$ cat config.mk
export PLATFORM = sky130hd
export DESIGN_NAME = spi_key_rx_fifo
export DESIGN_NICKNAME = d
export VERILOG_FILES = /design/src/rtl/spi_key_rx_fifo.sv
export SDC_FILE = /design/constraint.sdc
export NUM_CORES = 1
export LEC_CHECK = 0
export CORE_MARGIN = 10
export CORE_UTILIZATION = 50
export CTS_CLUSTER_DIAMETER = 40
export DETAILED_ROUTE_END_ITERATION = 10
export GPL_ROUTABILITY_DRIVEN = 0
export HOLD_SLACK_MARGIN = 0.06
export PLACE_DENSITY = 0.73
export SLEW_MARGIN = 5
export SYNTH_ARGS = -nofsm -noshare
export SYNTH_HDL_FRONTEND = slang
export SYNTH_SLANG_ARGS = --single-unit
$ cat constraint.sdc
create_clock -name clk -period 3.45 [get_ports clk]
set_clock_uncertainty 0.15 [all_clocks]
set_input_delay 1.035 -clock clk [delete_from_list [all_inputs] [get_ports clk]]
set_output_delay 1.035 -clock clk [all_outputs]
set_load 0.01 [all_outputs]
$ cat src/rtl/spi_key_rx_fifo.sv
// SPI slave receiver for keyboard words: synchronises the SPI pins into clk,
// assembles MSB-first words and queues them in a first-word-fall-through FIFO.
module spi_key_rx_fifo #(
  parameter int WIDTH       = 16,
  parameter int DEPTH       = 4,
  parameter int SYNC        = 2,
  parameter int SAMPLE_FALL = 0
) (
  input  logic                     clk,
  input  logic                     rst,
  input  logic                     key_sck,
  input  logic                     key_mosi,
  input  logic                     key_cs_n,
  output logic [WIDTH-1:0]         key_out,
  input  logic                     rd_en,
  output logic [WIDTH-1:0]         rd_data,
  output logic                     rd_valid,
  output logic [$clog2(DEPTH):0]   count,
  output logic                     overflow,
  output logic                     frame_err,
  input  logic                     clr_flags
);

  localparam int AW = $clog2(DEPTH);
  localparam int BW = $clog2(WIDTH);

  typedef enum logic [1:0] {
    WAIT_IDLE = 2'd0,
    IDLE      = 2'd1,
    SHIFT     = 2'd2
  } state_t;

  state_t state, state_next;

  logic [SYNC-1:0] sck_sync, mosi_sync, cs_sync;
  logic            sck_d, cs_d;
  logic            sck_s, mosi_s, cs_s;
  logic            sck_edge, cs_fall, cs_rise;
  logic [2:0]      settle_cnt;
  logic            settle_done;
  logic [BW-1:0]   bit_cnt;
  logic [WIDTH-1:0] shreg;
  logic            push_pend;
  logic            enter_shift, shift_en, frame_abort, word_done;

  logic [WIDTH-1:0] mem [DEPTH];
  logic [AW-1:0]    wr_ptr, rd_ptr;
  logic             full, pop, wr, ovf_set;

  // Synchronisers; cs_n stages reset high so reset itself never looks like a frame start.
  always_ff @(posedge clk) begin
    if (rst) begin
      sck_sync  <= '0;
      mosi_sync <= '0;
      cs_sync   <= '1;
      sck_d     <= 1'b0;
      cs_d      <= 1'b1;
    end else begin
      sck_sync  <= {sck_sync[SYNC-2:0], key_sck};
      mosi_sync <= {mosi_sync[SYNC-2:0], key_mosi};
      cs_sync   <= {cs_sync[SYNC-2:0], key_cs_n};
      sck_d     <= sck_sync[SYNC-1];
      cs_d      <= cs_sync[SYNC-1];
    end
  end

  assign sck_s    = sck_sync[SYNC-1];
  assign mosi_s   = mosi_sync[SYNC-1];
  assign cs_s     = cs_sync[SYNC-1];
  assign sck_edge = (SAMPLE_FALL != 0) ? (~sck_s & sck_d) : (sck_s & ~sck_d);
  assign cs_fall  = ~cs_s & cs_d;
  assign cs_rise  = cs_s & ~cs_d;

  // The reset value of the cs_n chain is not a real observation, so WAIT_IDLE
  // holds until the chain has refilled from the pin before trusting cs_n high.
  assign settle_done = (settle_cnt == 3'(SYNC + 1));

  always_ff @(posedge clk) begin
    if (rst) begin
      state      <= WAIT_IDLE;
      settle_cnt <= '0;
    end else begin
      state <= state_next;
      if (state == WAIT_IDLE && !settle_done) settle_cnt <= settle_cnt + 3'd1;
    end
  end

  always_comb begin
    state_next  = state;
    enter_shift = 1'b0;
    shift_en    = 1'b0;
    frame_abort = 1'b0;
    case (state)
      WAIT_IDLE: if (settle_done && cs_s) state_next = IDLE;
      IDLE: begin
        if (cs_fall) begin
          state_next  = SHIFT;
          enter_shift = 1'b1;
        end
      end
      SHIFT: begin
        if (cs_rise) begin
          state_next  = IDLE;
          frame_abort = (bit_cnt != '0);
        end else if (sck_edge) begin
          shift_en = 1'b1;
        end
      end
      default: state_next = WAIT_IDLE;
    endcase
  end

  assign word_done = shift_en && (bit_cnt == BW'(WIDTH - 1));

  // shreg holds the completed word for the push cycle; the next sck edge is
  // several clk cycles away, so no separate word register is needed.
  always_ff @(posedge clk) begin
    if (rst) begin
      bit_cnt   <= '0;
      shreg     <= '0;
      push_pend <= 1'b0;
    end else begin
      push_pend <= word_done;
      if (enter_shift) begin
        bit_cnt <= '0;
        shreg   <= '0;
      end else if (shift_en) begin
        shreg   <= {shreg[WIDTH-2:0], mosi_s};
        bit_cnt <= word_done ? '0 : bit_cnt + BW'(1);
      end
    end
  end

  // Read side: rd_valid means rd_data holds the head; a pop happens on any
  // cycle where rd_en=1 and rd_valid=1, rd_en is ignored while empty.
  assign full     = (count == (AW+1)'(DEPTH));
  assign pop      = rd_en && (count != '0);
  assign wr       = push_pend && (!full || pop);
  assign ovf_set  = push_pend && full && !pop;
  assign rd_valid = (count != '0);
  assign rd_data  = mem[rd_ptr];

  always_ff @(posedge clk) begin
    if (wr) mem[wr_ptr] <= shreg;
  end

  always_ff @(posedge clk) begin
    if (rst) begin
      wr_ptr    <= '0;
      rd_ptr    <= '0;
      count     <= '0;
      key_out   <= '0;
      overflow  <= 1'b0;
      frame_err <= 1'b0;
    end else begin
      if (push_pend) key_out <= shreg;
      if (wr)  wr_ptr <= wr_ptr + AW'(1);
      if (pop) rd_ptr <= rd_ptr + AW'(1);
      if (wr && !pop)      count <= count + (AW+1)'(1);
      else if (!wr && pop) count <= count - (AW+1)'(1);
      overflow  <= ovf_set     | (overflow  & ~clr_flags);
      frame_err <= frame_abort | (frame_err & ~clr_flags);
    end
  end

endmodule

# Word level (Yosys, flattened, before mapping)
# Memories as Yosys holds them, arrays and structs flattened. A register that Yosys moved wholly into a read port is not among the register bits.
# Index checks and enable logic that the tools add are counted.
# word_totals
ff_bits,59
output_inout_bits,38
in_bits,7
n_memories,1
ramBits,64
# op_classes
n_addsub,6
reduce_logical,20
n_eq_ne,8
bitwise,11
mux,18
# mem_list
memory,depth,width,rd,rd_ports_with_merged_regs,write_ports,line_no,source
mem,4,16,1,1,1,46,logic [WIDTH-1:0] mem [DEPTH];
# ops
op,n
$mux W2,5
$logic_and A1 B1 Y1,9
$mux W1,9
$add A3 B1 Y3 const B,2
$mux W3,2
$pmux W2 S3,1
$and A1 B1 Y1,5
$add A2 B1 Y2 const B,2
$add A4 B1 Y4 const B,1
$eq A4 B4 Y1 const B,1
$logic_not A1 Y1,4
$mux W4,1
$ne A2 B2 Y1 const B,2
$not A1 Y1,4
$reduce_bool A4 Y1,1
$eq A3 B2 Y1 const B,1
$eq A3 B3 Y1 const B,1
$reduce_and A3 Y1,1
$reduce_bool A3 Y1,1
$sub A3 B1 Y3 const B,1
$eq A2 B1 Y1 const B,1
$eq A2 B2 Y1 const B,1
$logic_not A2 Y1,1
$ne A2 B1 Y1 const B,1
other kinds (4),5

# Logic depth before layout (Yosys ltp)
# Gate-level depths: netlist of run 1.
# logic_depth
word_depth,8
mapped_depth,9

# Least setup slack after synthesis of run 1
# No wires, ideal clock.
# synth_timing
path_type,input to register
start,input rd_en
end,register count[2]
n_path_buf,1
arrival_time_ns,2.491
path_slack_ns,0.738
path_stages,9
path_cell_list,nor4b_1 > nor2b_1 > buf_2 > ha_1 > inv_1 > fa_1 > xor2_1 > or3_1 > a21oi_1
# synth_between
elab_chain_len,6
elab_cells_between_ends,9
classes_between,mux (1); reduce/logical (8)
# synth_rtl
element,line_no,source
from (decl),15,"input logic rd_en,"
$logic_and A1 B1 Y1 *,137,assign pop = rd_en && (count != '0);
$logic_or A1 B1 Y1 *,138,assign wr = push_pend && (!full || pop);
$logic_and A1 B1 Y1 *,138,
via wr,48,"logic full, pop, wr, ovf_set;"
$logic_not A1 Y1,160,else if (!wr && pop) count <= count - (AW+1)'(1);
$logic_and A1 B1 Y1,160,
$reduce_bool A2 Y1 (no source line),n/a,
to (signal assigned),159,if (wr && !pop) count <= count + (AW+1)'(1);
to (signal assigned),160,
to (decl),18,"output logic [$clog2(DEPTH):0] count,"
# Mark *: on every way through the listed nets, which the timed path passes. The rest lies on a longest branch.
# A chain may end at the register's enable or synchronous reset.

==> results of run 1 <==
[through the flow]
stage	worst slack [ns]	util [%]	instance area (um2)
after floorplan	0.738	-	4650
after global routing	0.0566	63.0	5760
after global placement	0.251	56.6	5180
final	0.165	63.0	5760
after CTS	0.0367	62.9	5760
after detailed placement	0.191	56.6	5180
[cell families (layout without fill, tap and decap cells)]
kind of cell / count (synthesis) / in the layout / synth area share, %
xor+xnor: 6 / 6 / 1.13
simple gates: 99 / 99 / 10.2
buf+inv: 25 / 90 / 2.61
flops: 125 / 125 / 67.7
fa+ha+maj: 10 / 10 / 2.85
mux: 35 / 35 / 11.9
compound gates: 32 / 32 / 3.72
[Yosys cell counts]
library cell   n
nor4b_1        1
ha_1           9
fa_1           1
or2_2          4
and2_1         4
nor2b_1        8
buf_4          2
or3_1          4
nor2_1        29
nor3_1         2
a211oi_1       1
buf_1          1
edfxtp_1      64
a22oi_1        1
and4b_1        1
xnor2_1        2
nand4b_2       1
clkbuf_1       6
o22ai_1        1
buf_8          1
dfxtp_1       61
o21ai_0        3
nand3_1        4
buf_2          7
a21oi_1       24
a21boi_0       1
mux2i_1       19
a211o_1        1
nor3b_1        1
mux4_2        16
inv_1          8
nand2b_1       3
nand2_1       36
nor2b_4        1
xor2_1         4
[final cells by class]
class,count,area [um2]
well taps,111,139
flip-flops and latches,125,3140
multi-input cells,182,1380
repair buffers,50,489
fillers,676,3390
inverters,8,30.0
clock buffers,17,414
clock inverters,15,166
[flip-flops by register name (all words and copies together), names as in the netlist, 3 cells and up, named ones only]
name        count
bit_cnt         4
count           3
key_out        16
mem            64
settle_cnt      3
shreg          16
[report_power, final]
part,switching [mW],internal [mW]
clock network,0.701,0.997
registers,0.0444,1.60
logic,0.245,0.337
total,0.991,2.93
[critical path, stage by stage (launching register included)]
cell,delay (ns)
dfxtp_1,0.32
buf_6,0.23
mux4_2,0.55
clkdlybuf4s50_1,0.50
[how the worst min path moves through the flow]
stage                       endpoint  slack [ns]  depth (start not counted)
final                     cs_sync[1]        0.26                          1
after global routing      cs_sync[1]        0.27                          1
after CTS                 cs_sync[1]        0.26                          1
after detailed placement  cs_sync[1]        0.26                          1
after global placement    cs_sync[1]        0.25                          1
after floorplan           cs_sync[1]        0.24                          1
[what timing repair did]
action	CTS	global route
hold buffers	0	0
setup endpoints to repair	0	8
gates resized for setup	0	1
endpoints found under the hold margin	0	0
[routing by layer]
metal / wire length [um] / part of all wire (%)
met1: 3530 / 43
met2: 4130 / 51
met3: 432 / 5.3
met4: 52 / 0.64
met5: 0 / 0
==> results_dict.tcl, run 1 <==
set metrics [dict create \
    synthDistinctLibCells 35 \
    drv_cap 0 \
    slew_headroom_pct 45.4 \
    grt.met2_usage_pct 21.9 \
    setup_viol 0 \
    grt_max_degree 24 \
    p_per_area_nw_per_um2 681 \
    num_vias 2632 \
    ir_drop_uv 382 \
    syn_area_um2 4650 \
    vias_per_cell 5.18 \
    use_met1_pct 14.9 \
    hp-class "reg -> reg" \
    hp-start "cs_sync[0]" \
    final-hold-violation-count 0 \
    crit_type "reg -> out" \
    port_buffers 44 \
    grt_pass1_vias 2677 \
    clock.fmax_mhz 304 \
    fin_crit_ns 3.28 \
    r2r-start "count[0]" \
    cts-htree-levels 4 \
    post-route-period-util_pct 95.2 \
    grt_pass1_wl_um 13300 \
    synth_fp_nets 349 \
    cts.path.max_buffers 2 \
    dp.cells 476 \
    root_buffer "clkbuf_8" \
    synth_area_per_cell_um2 14.0 \
    regToRegSetupSlack_ns 1.09 \
    yosysWarnings 0 \
    netlist_instances 332 \
    diodes 0 \
    layout_common_cells "edfxtp_1, dfxtp_1, clkdlybuf4s50_1" \
    met3_usage_pct 4.37 \
    critPathMaxFanout 16 \
    cp-end-kind "output pin" \
    core_um2 9150 \
    drtAntennaViolNets 0 \
    drive_above_1_share_pct 15.1 \
    final_common_cell "edfxtp_1" \
    die_area_um2 13500 \
    grt_use_total_pct 13.0 \
    power.leakage_nw 1.96 \
    routed_wl_um 8140 \
    nets 401 \
    fin_total_pwr_mw 3.92 \
    die_x_um 116 \
    drtIter0Drc 115 \
    report.final.slew_viol_count 0 \
    rsz0062_at_grt "false" \
    firstDrtPassIters 4 \
    cts.clk_slew.worst_paths_ns 0.06 \
    rows 35 \
    ioPinCount 45 \
    yosysTopAreaCell "edfxtp_1" \
    antenna_found_initial 0 \
    yosysSeqAreaShare_pct 67.7 \
    grt-ovfl-total 0 \
    drcViolationCount 0 \
    worst_slew_pin_slew_ns 0.819 \
    cp_data_arrival_time_ns 2.10 \
    cts_tree "built" \
    busiest_layer "met2" \
    fin_cells 508 \
    dpl.hpwl_um 5310 \
    syn_to_final_growth_pct 24.1 \
    routedWlPerCell_um 16.0 \
    clock_sinks 125 \
    timing.rr.end "count[2]" \
    whs_ns 0.261 \
    fin_setup_tns_ns 0 \
    cts_setup_buffers 0 \
    ff2ff_path_depth 8 \
    synthTopCellsByArea "edfxtp_1, dfxtp_1, mux4_2" \
    clk_latency_ns 0.50 \
    crit_end "rd_data[7]" \
    cts_buffers 17 \
    synth.top_cell.area_share_pct 41.4 \
    dieHeight_um 116 \
    initial_core_util_pct 50.8 \
    status "complete, no violations" \
    start_kind "register" \
    required_ns 2.26 \
    yosys_register_bits 125 \
]
Note: power is estimated with default switching activity, not from simulation.
==> run 2, diff against run 1 <==
--- a/config.mk
+++ b/config.mk
@@ -5,6 +5,7 @@
 export SDC_FILE = /design/constraint.sdc
 export NUM_CORES = 1
 export LEC_CHECK = 0
+export CAP_MARGIN = 20
 export CORE_MARGIN = 10
 export CORE_UTILIZATION = 50
 export CTS_CLUSTER_DIAMETER = 40
@@ -12,6 +13,8 @@
 export GPL_ROUTABILITY_DRIVEN = 0
 export HOLD_SLACK_MARGIN = 0.06
 export PLACE_DENSITY = 0.73
+export RECOVER_POWER = 50
+export SKIP_LAST_GASP = 1
 export SLEW_MARGIN = 5
 export SYNTH_ARGS = -nofsm -noshare
 export SYNTH_HDL_FRONTEND = slang
==> results_dict.tcl, run 2 (synthesis results as in run 1) <==
set metrics [dict create \
    status "complete, no violations" \
    cts.clk_slew.worst_paths_ns 0.06 \
    grt_pass1_wl_um 13300 \
    drtAntennaViolNets 0 \
    dieHeight_um 116 \
    required_ns 2.26 \
    r2r-start "count[0]" \
    die_area_um2 13500 \
    largest-register "mem" \
    rows 35 \
    crit_type "reg -> out" \
    critPathMaxFanout 16 \
    fin_setup_tns_ns 0 \
    hp-class "reg -> reg" \
    path_buf_inv 2 \
    power.switching_mw 0.989 \
    pwr-share-seq_pct 42.0 \
    whs_ns 0.260 \
    clock.fmax_mhz 304 \
    clk_latency_ns 0.50 \
    rsz0062_at_grt "false" \
    grt_pass1_vias 2677 \
    cp_data_arrival_time_ns 2.11 \
    clock_sinks 125 \
    grt-ovfl-total 0 \
    regToRegSetupSlack_ns 1.08 \
    post-route-period-util_pct 95.4 \
    ff2ff_path_depth 8 \
    slowest_stage "mux4_2" \
    stdcell_area_um2 5760 \
    cts_hold_buf 0 \
    grt_max_degree 24 \
    nets 401 \
    pwr-share-comb_pct 14.8 \
    report.final.slew_viol_count 0 \
    p_sw_share_pct 25.2 \
    start_kind "register" \
    die_x_um 116 \
    num_vias 2654 \
    cts-htree-levels 4 \
    cts.path.max_buffers 2 \
    core_um2 9150 \
    p_per_area_nw_per_um2 681 \
    p_clk_share_pct 43.3 \
    syn_to_final_growth_pct 23.9 \
    p_int_mw 2.93 \
    max_stage_delay_ns 0.55 \
    drive_above_1_share_pct 14.4 \
    crit_end "rd_data[15]" \
    slew_headroom_pct 22.6 \
    top_layer "met4" \
    cp-end-kind "output pin" \
    routed_wl_um 8150 \
    final-hold-violation-count 0 \
    path_depth 3 \
    cts_buffers 17 \
    power.leakage_nw 1.95 \
    ir_drop_uv 382 \
    utilization_pct 62.9 \
    worst_slew_pin_slew_ns 1.16 \
    drv_cap 0 \
    reg.largest.list "mem: 64 flops, key_out: 16 flops, shreg: 16 flops" \
    dpl.hpwl_um 5310 \
    fin_cells 508 \
    routedWlPerCell_um 16.0 \
    final_common_cell "edfxtp_1" \
    vias_per_cell 5.22 \
    dp.cells 476 \
    fin_crit_ns 3.29 \
    placed_cell_area_um2 5180 \
    firstDrtPassIters 4 \
    layout_common_cells "edfxtp_1, dfxtp_1, clkdlybuf4s50_1" \
    route.met3.wl_um 469 \
    cts-resized-gates 0 \
    port_buffers 44 \
    wl_met1_um 3480 \
    grt_use_total_pct 13.0 \
    drtIter0Drc 120 \
    drcViolationCount 0 \
    diodes 0 \
    ioPinCount 45 \
    largest_register_ffs 64 \
    cp_top_family "buffers and inverters" \
    dr_wl_met2_um 4150 \
    initial_core_util_pct 50.8 \
    antenna_found_initial 0 \
    cts_setup_buffers 0 \
    timing.rr.end "count[2]" \
    crit_chain "buf_6 -> mux4_2 -> clkdlybuf4s50_1" \
    root_buffer "clkbuf_8" \
    setup_viol 0 \
    cts_tree "built" \
]
[run 2: cell count changes in the layout (fill, tap and decap cells not counted)]
cell             change
clkbuf_1             +2
dlygate4sd3_1        +1
buf_4                -2
clkdlybuf4s50_1      -1
or2_0                +1
or2_2                -1
[run 2: worst register-to-register path: cells and delay by family (launching register included)]
family / cells / cell delay [ns]
XOR/XNOR: 1 / 0.16
buffers and inverters: 1 / 0.06
flip-flops: 1 / 0.37
AND/OR/NAND/NOR: 3 / 0.84
adder cells (fa/ha/maj): 2 / 0.58
AO/OA/AOI/OAI: 1 / 0.15
[run 2: final cells by class]
class | count | area, um2
Multi-Input combinational cell | 182 | 1380
Tap cell | 111 | 139
Inverter | 8 | 30.0
Clock buffer | 17 | 414
Clock inverter | 15 | 166
Sequential cell | 125 | 3140
Timing Repair Buffer | 50 | 482
Fill cell | 680 | 3400
[run 2: power by group through the flow]
stage          sequential, mW  clock (mW)  combinational [mW]
6_report                 1.65        1.70               0.580
5_1_grt                  1.65        1.81               0.645
4_1_cts                  1.65        1.73               0.594
3_5_place_dp             1.68           0               0.590
3_3_place_gp             1.67           0               0.578
2_1_floorplan            1.67           0               0.364
[run 2: worst min path at each step]
stage               start    endpoint  slack [ns]  cells past startpoint
3_5_place_dp   cs_sync[0]  cs_sync[1]        0.26                      1
3_3_place_gp   cs_sync[0]  cs_sync[1]        0.25                      1
2_1_floorplan  cs_sync[0]  cs_sync[1]        0.24                      1
4_1_cts        cs_sync[0]  cs_sync[1]        0.26                      1
6_report       cs_sync[0]  cs_sync[1]        0.26                      1
5_1_grt        cs_sync[0]  cs_sync[1]        0.27                      1
[run 2: routing by layer]
layer | vias up | track usage [%]
met5 | - | 0
met4 | 0 | 5.25
met3 | 2 | 4.37
met2 | 61 | 21.9
met1 | 1296 | 14.9
li1 | 1295 | -
[run 2: through the flow]
| step | setup WS, ns | power (mW) |
|---|---|---|
| after floorplan | 0.738 | 2.04 |
| after global placement | 0.251 | 2.25 |
| after detailed placement | 0.191 | 2.27 |
| after CTS | 0.0367 | 3.97 |
| after global routing | 0.0566 | 4.11 |
| final | 0.158 | 3.92 |
